### src/rtl/mem_access_master.sv
// mem_access_master: initiator side of the data-memory req/ack interface.
// Takes one load/store from the M stage, issues a word-aligned bus request,
// positions store data and byte enables, and extends load data on return.
// Optional build macro MEM_ACCESS_TIMEOUT_EN adds a REQ-phase timeout abort.
module mem_access_master #(
    parameter int unsigned ADDR_W = 32
`ifdef MEM_ACCESS_TIMEOUT_EN
    ,
    parameter int unsigned TIMEOUT_CYCLES = 255
`endif
) (
    input  logic              clk,
    input  logic              reset,
    input  logic              ls_start,
    input  logic              ls_we,
    input  logic [2:0]        ls_op,
    input  logic [ADDR_W-1:0] ls_addr,
    input  logic [31:0]       ls_wdata,
    output logic              ls_busy,
    output logic              ls_done,
    output logic [31:0]       ls_rdata,
    output logic              ls_exc,
    output logic              bus_req,
    output logic              bus_we,
    output logic [ADDR_W-1:0] bus_addr,
    output logic [3:0]        bus_be,
    output logic [31:0]       bus_wdata,
    input  logic              bus_ack,
    input  logic [31:0]       bus_rdata
);

    typedef enum logic [1:0] {S_IDLE, S_REQ, S_DONE} state_t;

    localparam logic [2:0] OP_W  = 3'd0;
    localparam logic [2:0] OP_B  = 3'd1;
    localparam logic [2:0] OP_BU = 3'd2;
    localparam logic [2:0] OP_H  = 3'd3;
    localparam logic [2:0] OP_HU = 3'd4;

`ifdef MEM_ACCESS_TIMEOUT_EN
    localparam int unsigned CNT_W = (TIMEOUT_CYCLES > 255) ? $clog2(TIMEOUT_CYCLES + 1) : 8;
    logic [CNT_W-1:0] cnt, cnt_nx;
`endif

    state_t            state, state_nx;
    logic [2:0]        op_q, op_nx;
    logic              we_q, we_nx;
    logic [1:0]        lane_q, lane_nx;
    logic              done_nx, busy_nx, exc_nx, req_nx, bus_we_nx;
    logic [31:0]       rdata_nx, wdata_nx;
    logic [ADDR_W-1:0] addr_nx;
    logic [3:0]        be_nx;
    logic              illegal_c;
    logic [3:0]        be_c;
    logic [31:0]       wdata_c;

    // Select and extend the addressed lane of a returned read word
    function automatic logic [31:0] extract_lane(input logic [2:0] op, input logic [1:0] a,
                                                 input logic [31:0] w);
        logic [31:0] sh;
        sh = w >> {a, 3'b000};
        case (op)
            OP_B:    extract_lane = {{24{sh[7]}}, sh[7:0]};
            OP_BU:   extract_lane = {24'd0, sh[7:0]};
            OP_H:    extract_lane = {{16{sh[15]}}, sh[15:0]};
            OP_HU:   extract_lane = {16'd0, sh[15:0]};
            default: extract_lane = w;
        endcase
    endfunction

    // Legality, byte enables and lane-replicated store data for the incoming request
    always_comb begin
        illegal_c = (ls_op > OP_HU)
                  || (ls_we && (ls_op == OP_BU || ls_op == OP_HU))
                  || (ls_op == OP_W && ls_addr[1:0] != 2'b00)
                  || ((ls_op == OP_H || ls_op == OP_HU) && ls_addr[0]);
        case (ls_op)
            OP_B, OP_BU: begin
                be_c    = 4'b0001 << ls_addr[1:0];
                wdata_c = {4{ls_wdata[7:0]}};
            end
            OP_H, OP_HU: begin
                be_c    = ls_addr[1] ? 4'b1100 : 4'b0011;
                wdata_c = {2{ls_wdata[15:0]}};
            end
            default: begin
                be_c    = 4'b1111;
                wdata_c = ls_wdata;
            end
        endcase
    end

    // Next-state and next-output logic
    always_comb begin
        state_nx = state;
        op_nx    = op_q;
        we_nx    = we_q;
        lane_nx  = lane_q;
        exc_nx   = ls_exc;
        rdata_nx = ls_rdata;
        addr_nx  = bus_addr;
        be_nx    = bus_be;
        wdata_nx = bus_wdata;
`ifdef MEM_ACCESS_TIMEOUT_EN
        cnt_nx   = cnt;
`endif
        case (state)
            S_IDLE: begin
                if (ls_start) begin
                    op_nx    = ls_op;
                    we_nx    = ls_we;
                    lane_nx  = ls_addr[1:0];
                    rdata_nx = '0;
`ifdef MEM_ACCESS_TIMEOUT_EN
                    cnt_nx   = '0;
`endif
                    if (illegal_c) begin
                        state_nx = S_DONE;
                        exc_nx   = 1'b1;
                    end else begin
                        state_nx = S_REQ;
                        exc_nx   = 1'b0;
                        addr_nx  = {ls_addr[ADDR_W-1:2], 2'b00};
                        be_nx    = be_c;
                        wdata_nx = wdata_c;
                    end
                end
            end
            S_REQ: begin
                if (bus_ack) begin
                    state_nx = S_DONE;
                    rdata_nx = we_q ? 32'd0 : extract_lane(op_q, lane_q, bus_rdata);
                end
`ifdef MEM_ACCESS_TIMEOUT_EN
                else if (cnt == CNT_W'(TIMEOUT_CYCLES - 1)) begin
                    state_nx = S_DONE;
                    exc_nx   = 1'b1;
                    rdata_nx = '0;
                end else begin
                    cnt_nx = CNT_W'(cnt + 1'b1);
                end
`endif
            end
            default: state_nx = S_IDLE;
        endcase
        req_nx    = (state_nx == S_REQ);
        bus_we_nx = req_nx && we_nx;
        busy_nx   = (state_nx != S_IDLE);
        done_nx   = (state_nx == S_DONE);
    end

    // State and registered outputs
    always_ff @(posedge clk or negedge reset) begin
        if (!reset) begin
            state     <= S_IDLE;
            op_q      <= '0;
            we_q      <= 1'b0;
            lane_q    <= '0;
            ls_busy   <= 1'b0;
            ls_done   <= 1'b0;
            ls_exc    <= 1'b0;
            ls_rdata  <= '0;
            bus_req   <= 1'b0;
            bus_we    <= 1'b0;
            bus_addr  <= '0;
            bus_be    <= '0;
            bus_wdata <= '0;
`ifdef MEM_ACCESS_TIMEOUT_EN
            cnt       <= '0;
`endif
        end else begin
            state     <= state_nx;
            op_q      <= op_nx;
            we_q      <= we_nx;
            lane_q    <= lane_nx;
            ls_busy   <= busy_nx;
            ls_done   <= done_nx;
            ls_exc    <= exc_nx;
            ls_rdata  <= rdata_nx;
            bus_req   <= req_nx;
            bus_we    <= bus_we_nx;
            bus_addr  <= addr_nx;
            bus_be    <= be_nx;
            bus_wdata <= wdata_nx;
`ifdef MEM_ACCESS_TIMEOUT_EN
            cnt       <= cnt_nx;
`endif
        end
    end

endmodule

### config.mk
export PLATFORM = sky130hd
export DESIGN_NAME = mem_access_master
export DESIGN_NICKNAME = d
export VERILOG_FILES = /design/src/rtl/mem_access_master.sv
export SDC_FILE = /design/constraint.sdc
export NUM_CORES = 1
export LEC_CHECK = 0
export ABC_CLOCK_PERIOD_IN_PS = 1770
export BUFFER_PORTS_ARGS = -buffer_cell sky130_fd_sc_hd__clkbuf_2
export CAP_MARGIN = 25
export CORE_ASPECT_RATIO = 2
export CORE_UTILIZATION = 40
export CTS_CLUSTER_DIAMETER = 60
export DETAILED_ROUTE_END_ITERATION = 7
export PLACE_DENSITY = 0.75
export SYNTH_ARGS = -nofsm -noshare
export SYNTH_HDL_FRONTEND = slang
export SYNTH_SLANG_ARGS = --single-unit
### constraint.sdc
create_clock -name clk -period 1.77 [get_ports clk]
set_input_delay 0.2655 -clock clk [delete_from_list [all_inputs] [get_ports clk]]
set_output_delay 0.2655 -clock clk [all_outputs]
set_load 0.01 [all_outputs]
==> results.md, run 1 <==
- Post-detail-place hpwl: 10990 um
- Area Overhead vs Synth: 31.67%
- P_int: a little over 6 mW
- Cell chain of the critical path: mux4_2 -> o311a_4 -> a21oi_1 -> o21ai_0
- Slew @ Worst Pin: 0.6311 ns
- Top FF cell, synth: dfrtp_1
- Die area: 13590 um2
- Core area: 12700 um2
- Vias after detailed routing: around 4400
- Worst-path fanout max: 8
- Gpl congestion: between 0.9 and 1
- Num Clock Sinks: 111
- P_leak: 3.389 nW
- Detail Route Antenna Nets: 0
- Placed Cells: 808
- Antenna cells: 0
- Async set-reset flop share out of synthesis: 100.0%
- Resize count post-CTS: 1
- TritonCTS clock tree: built
- Max VDD drop: roughly 0.00067 V
- Initial DRC Count: 225
- Buf/Inv on CP: 0
- WP data arrival: 1.92 ns
- PortBufs: between 200 and 250
- Die height: 163.8 um
- Finished Core Util: 54.32%
- Final Hold Viols: 24
- Clk_skew: around 0.0083 ns
- Run status: complete, but fails checks
- Flop pwr share: 41.6%
- Multi-input gate area: roughly 2300 um2
- Cell with the most instances after synthesis: dfrtp_1
- Starting Density: 41.25%
- Hold bufs inserted after CTS: 0
- Synth unique cells: 49
- Die width: 82.92 um
- Layout cells sized above 1: 51.41%
- Max_cap viols: 0
- Setup TNS: 0 ns
- Clk root buf: clkbuf_16
- Max-slew headroom: 57.93%
- Post-route DRC: 0
- Syn Inst Count: 450
- Gr usage total: 20.85%
- Largest net degree at the start of global routing: 112
- CP top delay family: compound AO/OA/AOI/OAI gates
- Mapped Area: 5239 um2
- Critical Path Source Type: flop
- First-pass DRT Iterations: 6
- Routed WL: 14090 um
- Slew Viols, Final: 0
- Hold slack final: -0.03607 ns
- Clk_lat worst skew: 0.34 ns
- Post-CTS Setup Bufs: 0
- Worst min path class: input port to async pin
- Yosys top cell area share: 53.02%
- Yosys warning count: 0
- Comb pwr share: between 30% and 40%
- RSZ-0062 raised after global routing: false
- Final worst-path cycle share: 95.98%
- Clock Tree Buf Depth: 2
- Total gr overflow: 0
- Net count, final: 773
- CP Capture Type: flop
- Routed WL per cell: around 17 um
- Sequential share of the synthesized area: 53.02%
- WS Path Type: flop to flop
- Initial antenna violation count: 0
- Reg2Reg Setup Slack: 0.07 ns
- Vias in the first global route: 4535
- Clk slew on worst S/H paths: approximately 0.070 ns
- Synth top area cells: dfrtp_1 53%, mux2_2 18%, o21ai_0 4.9%
- Min cycle time layout: 1.699 ns
- Critical Path Max Stage Delay: 0.56 ns
- Clock share of power: 19.7%
- Worst path slowest cell: mux4_2
- Final setup violation count: 0
- Routed vias/inst: 5.358
- Num CTS Buffers: 9
- Sw Ratio: 35.13%
- Fmax: approximately 590 MHz
- FF/Latch Area: about 2800 um2
- Top-Level Pins: about 210
- Synth area leader: dfrtp_1
- Power Dens Cells: approximately 1400 nW/um2
- CTS H-tree depth: 3
- Synthesized area per cell: 11.64 um2
- CP required: 1.99 ns
- Fin cells: 823
- Top post-synthesis cells by count: 111 x dfrtp_1, 82 x mux2_2, 51 x o21ai_0
- Failing checks: negative hold slack
- First-pass GRT wire length: 22310 um
- Final-layout fill cell count: roughly 1100
- Row count: 58
- EDFF count, synth: 0
- Total Power: 9.329 mW
- #FFs+latches synth: 111
- Sw Pwr: 3.277 mW
[path summary, 6_finish.rpt]
check / end / start / cells past startpoint
worst min-delay path: ls_done$_DFF_PN0_ / reset / 2
worst max-delay path: ls_rdata[9]$_DFFE_PN0P_ / lane_q[1]$_DFFE_PN0P_ / 4
worst min register to register: ls_rdata[28]$_DFFE_PN0P_ / ls_rdata[28]$_DFFE_PN0P_ / 2
max in group asynchronous: ls_rdata[23]$_DFFE_PN0P_ / reset / 2
min in group clk: bus_addr[25]$_DFFE_PN0P_ / ls_addr[25] / 2
worst max register to register: ls_rdata[9]$_DFFE_PN0P_ / lane_q[1]$_DFFE_PN0P_ / 4
[area by class of cell]
cell class | instances | area share (%)
Inverter | 7 | 0.3809
Sequential cell | 111 | 40.27
Clock inverter | 4 | 0.4535
Multi-Input combinational cell | 303 | 33.30
Tap cell | 150 | 2.721
Timing Repair Buffer | 237 | 19.50
Clock buffer | 11 | 3.374
[layout by cell type, fill, tap and decap left out, drive strengths merged, types with 2 or more instances in the layout]
cell,Yosys,routed
or2,3,3
nor2b,4,4
a221o,9,9
or3b,2,2
a21oi,16,16
conb,1,2
o21ai,53,53
inv,7,8
clkbuf,14,216
mux2i,10,10
mux2,87,87
o2bb2ai,7,7
and3,8,8
nor3b,2,2
nor2,22,22
nand2b,8,8
dfrtp,111,111
o21a,2,2
buf,16,32
o211ai,2,2
nand2,40,40
nor3,5,5
a22o,2,2
nand3b,2,2
clkinvlp,0,3
[cells by family (layout without fill, tap and decap cells)]
family	count (synthesis)	after routing	synth area share [%]
flip-flops	111	111	53.02
AND/OR/NAND/NOR	102	102	9.458
AO/OA/AOI/OAI	99	99	11.92
multiplexers	98	98	21.40
buffers and inverters	37	259	3.654
XOR/XNOR	2	2	0.4778
other	1	2	0.07158
[power by group through the flow]
stage               Clock, mW  Sequential, mW  Combinational, mW
global route             1.99            3.99               3.90
finish                   1.84            3.88               3.61
global placement            0            3.88               3.52
floorplan                   0            4.20               1.66
CTS                      1.90            3.89               3.64
detailed placement          0            3.93               3.61
[flip-flops by register name, summed over array words and instances (netlist names), 2 cells and up]
| signal | flops |
|---|---|
| bus_addr | 30 |
| bus_be | 4 |
| bus_wdata | 32 |
| lane_q | 2 |
| ls_rdata | 32 |
| op_q | 3 |
| state | 2 |
[per-stage QoR]
| stage | area, um2 | setup WS (ns) |
|---|---|---|
| finish | 6898 | 0.07114 |
| global route | 6898 | 0.003113 |
| CTS | 6894 | 0.08517 |
| detailed placement | 6619 | -0.1983 |
| global placement | 6619 | -0.1143 |
| floorplan | 5255 | 0.001896 |
[layer usage]
metal	vias to the layer above	GRT usage, %	wire length, um
li1	2027	-	-
met1	2152	21.48	4925
met2	201	39.01	7878
met3	30	3.216	665
met4	0	12.93	623
met5	-	0	0
Power figures use the tool's default switching activity.
==> inputs of run 2 (changes only) <==
- ABC_AREA: unset -> 1
- ABC_CLOCK_PERIOD_IN_PS: 1770 -> 1420
- PLACE_DENSITY: 0.75 -> 0.74
- clock period: 1.77 -> 1.42 ns (I/O delays scaled with it)
==> results.md, run 2 <==
- Run status: complete, but fails checks
- Failing checks: negative setup slack
- Hold slack final: 0.05757 ns (+0.09364 ns)
- Top Registers: bus_wdata x32, ls_rdata x32, bus_addr x30
- Worst-path fanout max: 9 (+1)
- Initial antenna violation count: 0 (unchanged)
- Place WS: -0.1286 ns (+0.06964 ns)
- Cell with the most instances after synthesis: nand2_1
- Initial DRC Count: 229 (+1.8%)
- Core area: 13440 um2 (+5.8%)
- Die height: 168.3 um (+2.7%)
- Most common cell after layout, fill and taps aside: nand2_1
- Post-route DRC: 0 (unchanged)
- Worst Slack Setup Final: -0.05625 ns (-0.1274 ns)
- Clk slew on worst S/H paths: 0.08 ns (about the same)
- Die width: 85.17 um (+2.7%)
- Max_cap viols: 0 (unchanged)
- Clock Tree Buf Depth: 2 (unchanged)
- Top-Level Pins: 209 (unchanged)
- Critical Path Source Type: flop
- Clk_lat worst skew: 0.34 ns (about the same)
- M3 GR Usage: 3.333% (+0.12 points)
- Gr usage total: 24.45% (+3.6 points)
- Synth top area cells: dfrtp_1 50%, nand2_1 29%, inv_1 4.1%
- Min cycle time layout: 1.476 ns (-0.2226 ns)
- Buf/Inv on CP: 2 (+2)
- CP Capture Type: flop
- Vias in the first global route: 5585 (+23%)
- Routed WL: 17550 um (+25%)
- Largest net degree at the start of global routing: 63 (-44%)
- Row count: 60 (+3.4%)
- Synthesized area per cell: 7.122 um2 (-39%)
- Final Hold Viols: 0 (-100%)
- Mapped Area: 5534 um2 (+5.6%)
- Vias after detailed routing: 5810 (+32%)
- First-pass GRT wire length: 27110 um (+21%)
- Layout cells sized above 1: 31.00% (-20 points)
- EDFF count, synth: 0 (unchanged)
- Clk root buf: clkbuf_16
- Met2 usage: 46.00% (+7.0 points)
- RSZ-0062 raised after global routing: true
- Detail Route Antenna Nets: 0 (unchanged)
- Async set-reset flop share out of synthesis: 100.0% (unchanged)
- Most frequent cells in the layout: 414 x nand2_1, 205 x clkbuf_2, 111 x dfrtp_1
- Fin cells: 1184 (+44%)
- Met1 Track Usage GR: 25.31% (+3.8 points)
- Net count, final: 1129 (+46%)
- Worst min path class: input port to flop
- Finished Core Util: 56.84% (+2.5 points)
- Sequential share of the synthesized area: 50.19% (-2.8 points)
- Final-layout fill cell count: 1310 (+15%)
- Yosys top cell area share: 50.19% (-2.8 points)
- Post-route design area: 7639 um2 (+11%)
- P_leak: 4.605 nW (+36%)
- Gpl congestion: 0.9071 (-4.0%)
- Synth area leader: dfrtp_1
- Max VDD drop: 0.0008527 V (+28%)
- Num Clock Sinks: 111 (unchanged)
- Synth unique cells: 23 (-53%)
- CP required: 1.66 ns (-0.33 ns)
- Top post-synthesis cells by count: 425 x nand2_1, 111 x dfrtp_1, 61 x inv_1
- WS Path Type: flop to flop
- Setup TNS: -1.769 ns (-1.769 ns)
- Total gr overflow: 0 (unchanged)
- TritonCTS clock tree: built
- Area Overhead vs Synth: 38.03%
- Yosys warning count: 0 (unchanged)
- Top FF cell, synth: dfrtp_1
- CP top delay family: simple AND/OR/NAND/NOR gates
- Routed vias/inst: 4.907 (-8.4%)
- Total Power: 12.98 mW (+39%)
- Power Dens Cells: 1699 nW/um2 (+26%)
- CTS H-tree depth: 3 (unchanged)
- Syn Inst Count: 777 (+73%)
- Final setup violation count: 83 (+83)
- Worst path slowest cell: dfrtp_1
- Starting Density: 41.18% (-0.069 points)
- Num CTS Buffers: 9 (unchanged)
- Placed Cells: 1161 (+44%)
- Multi-input gate area: 2399 um2 (+4.4%)
- FF/Latch Area: 2778 um2 (unchanged)
- First-pass DRT Iterations: 7 (+1)
- WP data arrival: 1.72 ns (-0.20 ns)
- Clk_skew: 0.006163 ns (-0.002180 ns)
- Routed WL per cell: 14.82 um (-13%)
- Critical Path Max Stage Delay: 0.38 ns (-0.18 ns)
- Die area: 14340 um2 (+5.5%)
- PortBufs: 206 (unchanged)
- Slew Viols, Final: 0 (unchanged)
- #FFs+latches synth: 111 (unchanged)
- Fmax: 677.4 MHz (+15%)
- Crit path top cell by count: nand2_1
- Placed cell areas: 7131 um2 (+7.7%)
- Most used routing layer: met2
- Antenna cells: 0 (unchanged)
- Final worst-path cycle share: 104.0% (+8.0 points)
- Post-detail-place hpwl: 13310 um (+21%)
- Cell chain of the critical path: or2_1 -> nor2_4 -> nand4_4 -> buf_8 -> clkbuf_16 -> nand2_1 -> nand2_1
run 2: cell count changes after synthesis, sizes merged, moves of 7 or more:
| cell | change |
|---|---|
| nand2 | +388 |
| mux2 | -87 |
| inv | +59 |
| nand3 | +41 |
| a21oi | +25 |
| o21ai | -22 |
| mux2i | -10 |
| a221o | -9 |
| and3 | -8 |
| nand2b | -8 |
| buf | +7 |
| o2bb2ai | -7 |
run 2: final cells by class:
cell class                      count  share of cell area, %
Clock buffer                       10                  3.129
Clock inverter                      5                 0.5733
Multi-Input combinational cell    566                  31.40
Timing Repair Buffer              271                  22.72
Inverter                           66                  3.276
Sequential cell                   111                  36.36
Tap cell                          155                  2.539
run 2: what timing repair did:
item,in CTS,in global routing
gates resized for setup,9,25
buffers inserted,2,1
endpoints found under the hold margin,111,0
cloned,0,4
pin swaps,2,8
endpoints found under the setup margin,98,100
hold buffers,1,0
run 2: path summary, 6_finish.rpt:
check	startpoint	endpoint	slack, ns	depth (start not counted)
max	state[1]$_DFF_PN0_	bus_addr[19]$_DFFE_PN0P_	-0.06	7
min	ls_addr[25]	bus_addr[25]$_DFFE_PN0P_	0.06	3
max reg2reg	state[1]$_DFF_PN0_	bus_addr[19]$_DFFE_PN0P_	-0.06	7
min reg2reg	ls_rdata[13]$_DFFE_PN0P_	ls_rdata[13]$_DFFE_PN0P_	0.48	2
max in group asynchronous	reset	bus_be[1]$_DFFE_PN0P_	0.69	3
min in group asynchronous	reset	ls_rdata[29]$_DFFE_PN0P_	0.20	2
run 2: worst register-to-register path: stages (launching register included):
cell	delay (ns)
dfrtp_1	0.38
or2_1	0.26
nor2_4	0.13
nand4_4	0.14
buf_8	0.19
clkbuf_16	0.17
nand2_1	0.06
nand2_1	0.05
run 2: kinds of logic after synthesis:
| group | Yosys count | synth area share (%) |
|---|---|---|
| flip-flops | 111 | 50.19 |
| AND/OR/NAND/NOR | 490 | 35.18 |
| buffers and inverters | 101 | 7.777 |
| AO/OA/AOI/OAI | 74 | 6.783 |
| other | 1 | 0.06776 |
run 2: power by group:
group,internal (mW),total (mW),leakage [nW],switching (mW)
combinational,2.44,5.70,3.05,3.27
clock,1.25,2.44,0.133,1.19
sequential,4.19,4.83,1.42,0.641
run 2: metal layers:
layer | up-vias | part of all wire, %
met1 | 2690 | 35
met3 | 43 | 4.6
li1 | 2870 | -
met5 | - | 0
met4 | 0 | 4.9
met2 | 207 | 56
==> inputs of run 3 (changes only) <==
- RECOVER_POWER: unset -> 100
==> results.md, run 3 (synthesis results as in run 2) <==
- Reg-to-Reg Start: state[1]$_DFF_PN0_
- Top Registers: bus_wdata x32, ls_rdata x32, bus_addr x30
- Hold slack final: 0.05807 ns (+0.0005028 ns)
- Place WS: -0.1286 ns (unchanged)
- Most frequent cells in the layout: 414 x nand2_1, 111 x dfrtp_1, 103 x clkbuf_2, 103 x clkbuf_1, 58 x inv_1
- Post-detail-place hpwl: 13310 um (unchanged)
- Num CTS Buffers: 9 (unchanged)
- Initial antenna violation count: 0 (unchanged)
- Reg2Reg Depth: 7 (unchanged)
- RSZ-0062 raised after global routing: true
- Layout cells sized above 1: 20.99% (-10 points)
- Critical Path Source Type: flop
- WP data arrival: 1.71 ns (about the same)
- Vias after detailed routing: 5843 (+0.57%)
- Flop pwr share: 37.9% (+0.7 points)
- Gpl congestion: 0.9071 (unchanged)
- CP required: 1.66 ns (about the same)
- Slew Viols, Final: 0 (unchanged)
- Vias in the first global route: 5585 (unchanged)
- Placed cell areas: 7131 um2 (unchanged)
- Final worst-path cycle share: 103.7% (-0.25 points)
- Clock Tree Buf Depth: 2 (unchanged)
- P_leak: 4.264 nW (-7.4%)
- Clk_skew: 0.007149 ns (+0.0009861 ns)
- P_int: 7.625 mW (-3.3%)
- PortBufs: 206 (unchanged)
- Top-Level Pins: 209 (unchanged)
- Core area: 13440 um2 (unchanged)
- Max_cap viols: 0 (unchanged)
- Min cycle time layout: 1.473 ns (-0.003571 ns)
- WS Path Type: flop to flop
- TritonCTS clock tree: built
- Routed WL: 17670 um (+0.71%)
- Finished Core Util: 55.68% (-1.2 points)
- Row count: 60 (unchanged)
- First-pass GRT wire length: 27110 um (unchanged)
- Power Dens Cells: 1700 nW/um2 (about the same)
- Most common cell after layout, fill and taps aside: nand2_1
- Worst Slack Setup Final: -0.05268 ns (+0.003571 ns)
- Clk_lat worst skew: 0.34 ns (about the same)
- Initial DRC Count: 252 (+10%)
- Num Clock Sinks: 111 (unchanged)
- CP Capture Type: flop
- Max-slew headroom: between 40% and 50%
- Reg2Reg Setup Slack: -0.05 ns (about the same)
- CP endpoint: bus_addr[19]$_DFFE_PN0P_
- Sw Pwr: 5.097 mW (about the same)
- Worst min path class: input port to flop
- CTS H-tree depth: 3 (unchanged)
- Worst-path fanout max: 9 (unchanged)
- Net count, final: 1129 (unchanged)
- Detail Route Antenna Nets: 0 (unchanged)
- Die height: 168.3 um (unchanged)
- Post-route DRC: 0 (unchanged)
- Final Hold Viols: 0 (unchanged)
- Die area: 14340 um2 (unchanged)
- Crit. Startpoint: state[1]$_DFF_PN0_
- Gr usage total: 24.45% (unchanged)
- Slew @ Worst Pin: 0.8318 ns
- Clk root buf: clkbuf_16
- Sw Ratio: 40.07% (+0.79 points)
- Fmax: 679.0 MHz (+0.24%)
- Run status: complete, but fails checks
- Antenna cells: 0 (unchanged)
- Area Overhead vs Synth: 35.20%
- Die width: 85.17 um (unchanged)
- Final setup violation count: 76 (-8.4%)
- Failing checks: negative setup slack
- Clock share of power: 19.2% (+0.4 points)
- Comb pwr share: 42.9% (-1.0 points)
- Routed vias/inst: 4.935 (+0.57%)
- First-pass DRT Iterations: 6 (-1)
- Worst reg2reg path endpoint: bus_addr[19]$_DFFE_PN0P_
- Largest net degree at the start of global routing: 63 (unchanged)
- Total gr overflow: 0 (unchanged)
- Max VDD drop: 0.0008271 V (-3.0%)
- Routed WL per cell: 14.93 um (+0.71%)
- Total Power: 12.72 mW (-2.0%)
- Post-route design area: 7482 um2 (-2.0%)
- Clk slew on worst S/H paths: 0.08 ns (about the same)
- Starting Density: 41.18% (unchanged)
-- run 3: cell types whose count changed in the layout (fill, tap and decap cells not counted) --
| cell | before | now |
|---|---|---|
| buf_12 | 10 | 8 |
| clkbuf_1 | 0 | 103 |
| clkbuf_2 | 205 | 103 |
| clkbuf_4 | 0 | 1 |
-- run 3: final cells by class --
type,instances,area (um2)
Clock inverter,5,43.79
Tap cell,155,193.9
Timing Repair Buffer,271,1579
Sequential cell,111,2778
Multi-Input combinational cell,566,2399
Clock buffer,10,239.0
Fill cell,1384,5956
Inverter,66,250.2
-- run 3: worst min path at each step --
stage,depth (start not counted),from,to
CTS,3,ls_addr[26],bus_addr[26]$_DFFE_PN0P_
global route,3,ls_addr[3],bus_addr[3]$_DFFE_PN0P_
floorplan,0,reset,bus_addr[10]$_DFFE_PN0P_
global placement,1,reset,ls_rdata[29]$_DFFE_PN0P_
detailed placement,1,reset,ls_rdata[29]$_DFFE_PN0P_
finish,3,ls_addr[25],bus_addr[25]$_DFFE_PN0P_
-- run 3: stage by stage --
stage / cells / TNS [ns]
after floorplan: 778 / 0
after global placement: 1161 / -4.611
after detailed placement: 1161 / -7.492
after CTS: 1179 / -1.847
after global routing: 1184 / -8.684
final: 1184 / -1.468
-- run 3: critical path, stage by stage (launching register included) --
cell,delay (ns)
dfrtp_1,0.37
or2_1,0.26
nor2_4,0.13
nand4_4,0.14
buf_8,0.19
clkbuf_16,0.17
nand2_1,0.06
nand2_1,0.05
-- run 3: power by group through the flow --
stage | Combinational [mW] | Sequential (mW) | Clock, mW
6_report | 5.46 | 4.82 | 2.44
5_1_grt | 6.01 | 4.94 | 2.61
4_1_cts | 5.54 | 4.80 | 2.52
3_5_place_dp | 5.45 | 4.84 | 0
3_3_place_gp | 5.35 | 4.84 | 0
2_1_floorplan | 2.40 | 5.24 | 0
-- run 3: timing repair --
action | 4_1_cts | 5_1_grt
pin swaps | 2 | 8
setup buffers | 2 | 1
endpoints found under the hold margin | 111 | 0
resized for setup | 9 | 25
setup endpoints to repair | 98 | 100
cloned | 0 | 4
hold buffers | 1 | 0
-- run 3: metal layers --
| layer | up-vias | track usage (%) | part of all wire [%] |
|---|---|---|---|
| met5 | - | 0 | 0 |
| met4 | 0 | 13.85 | 5.0 |
| met3 | 47 | 3.333 | 4.3 |
| met2 | 223 | 46.00 | 55 |
| met1 | 2700 | 25.31 | 36 |
| li1 | 2873 | - | - |
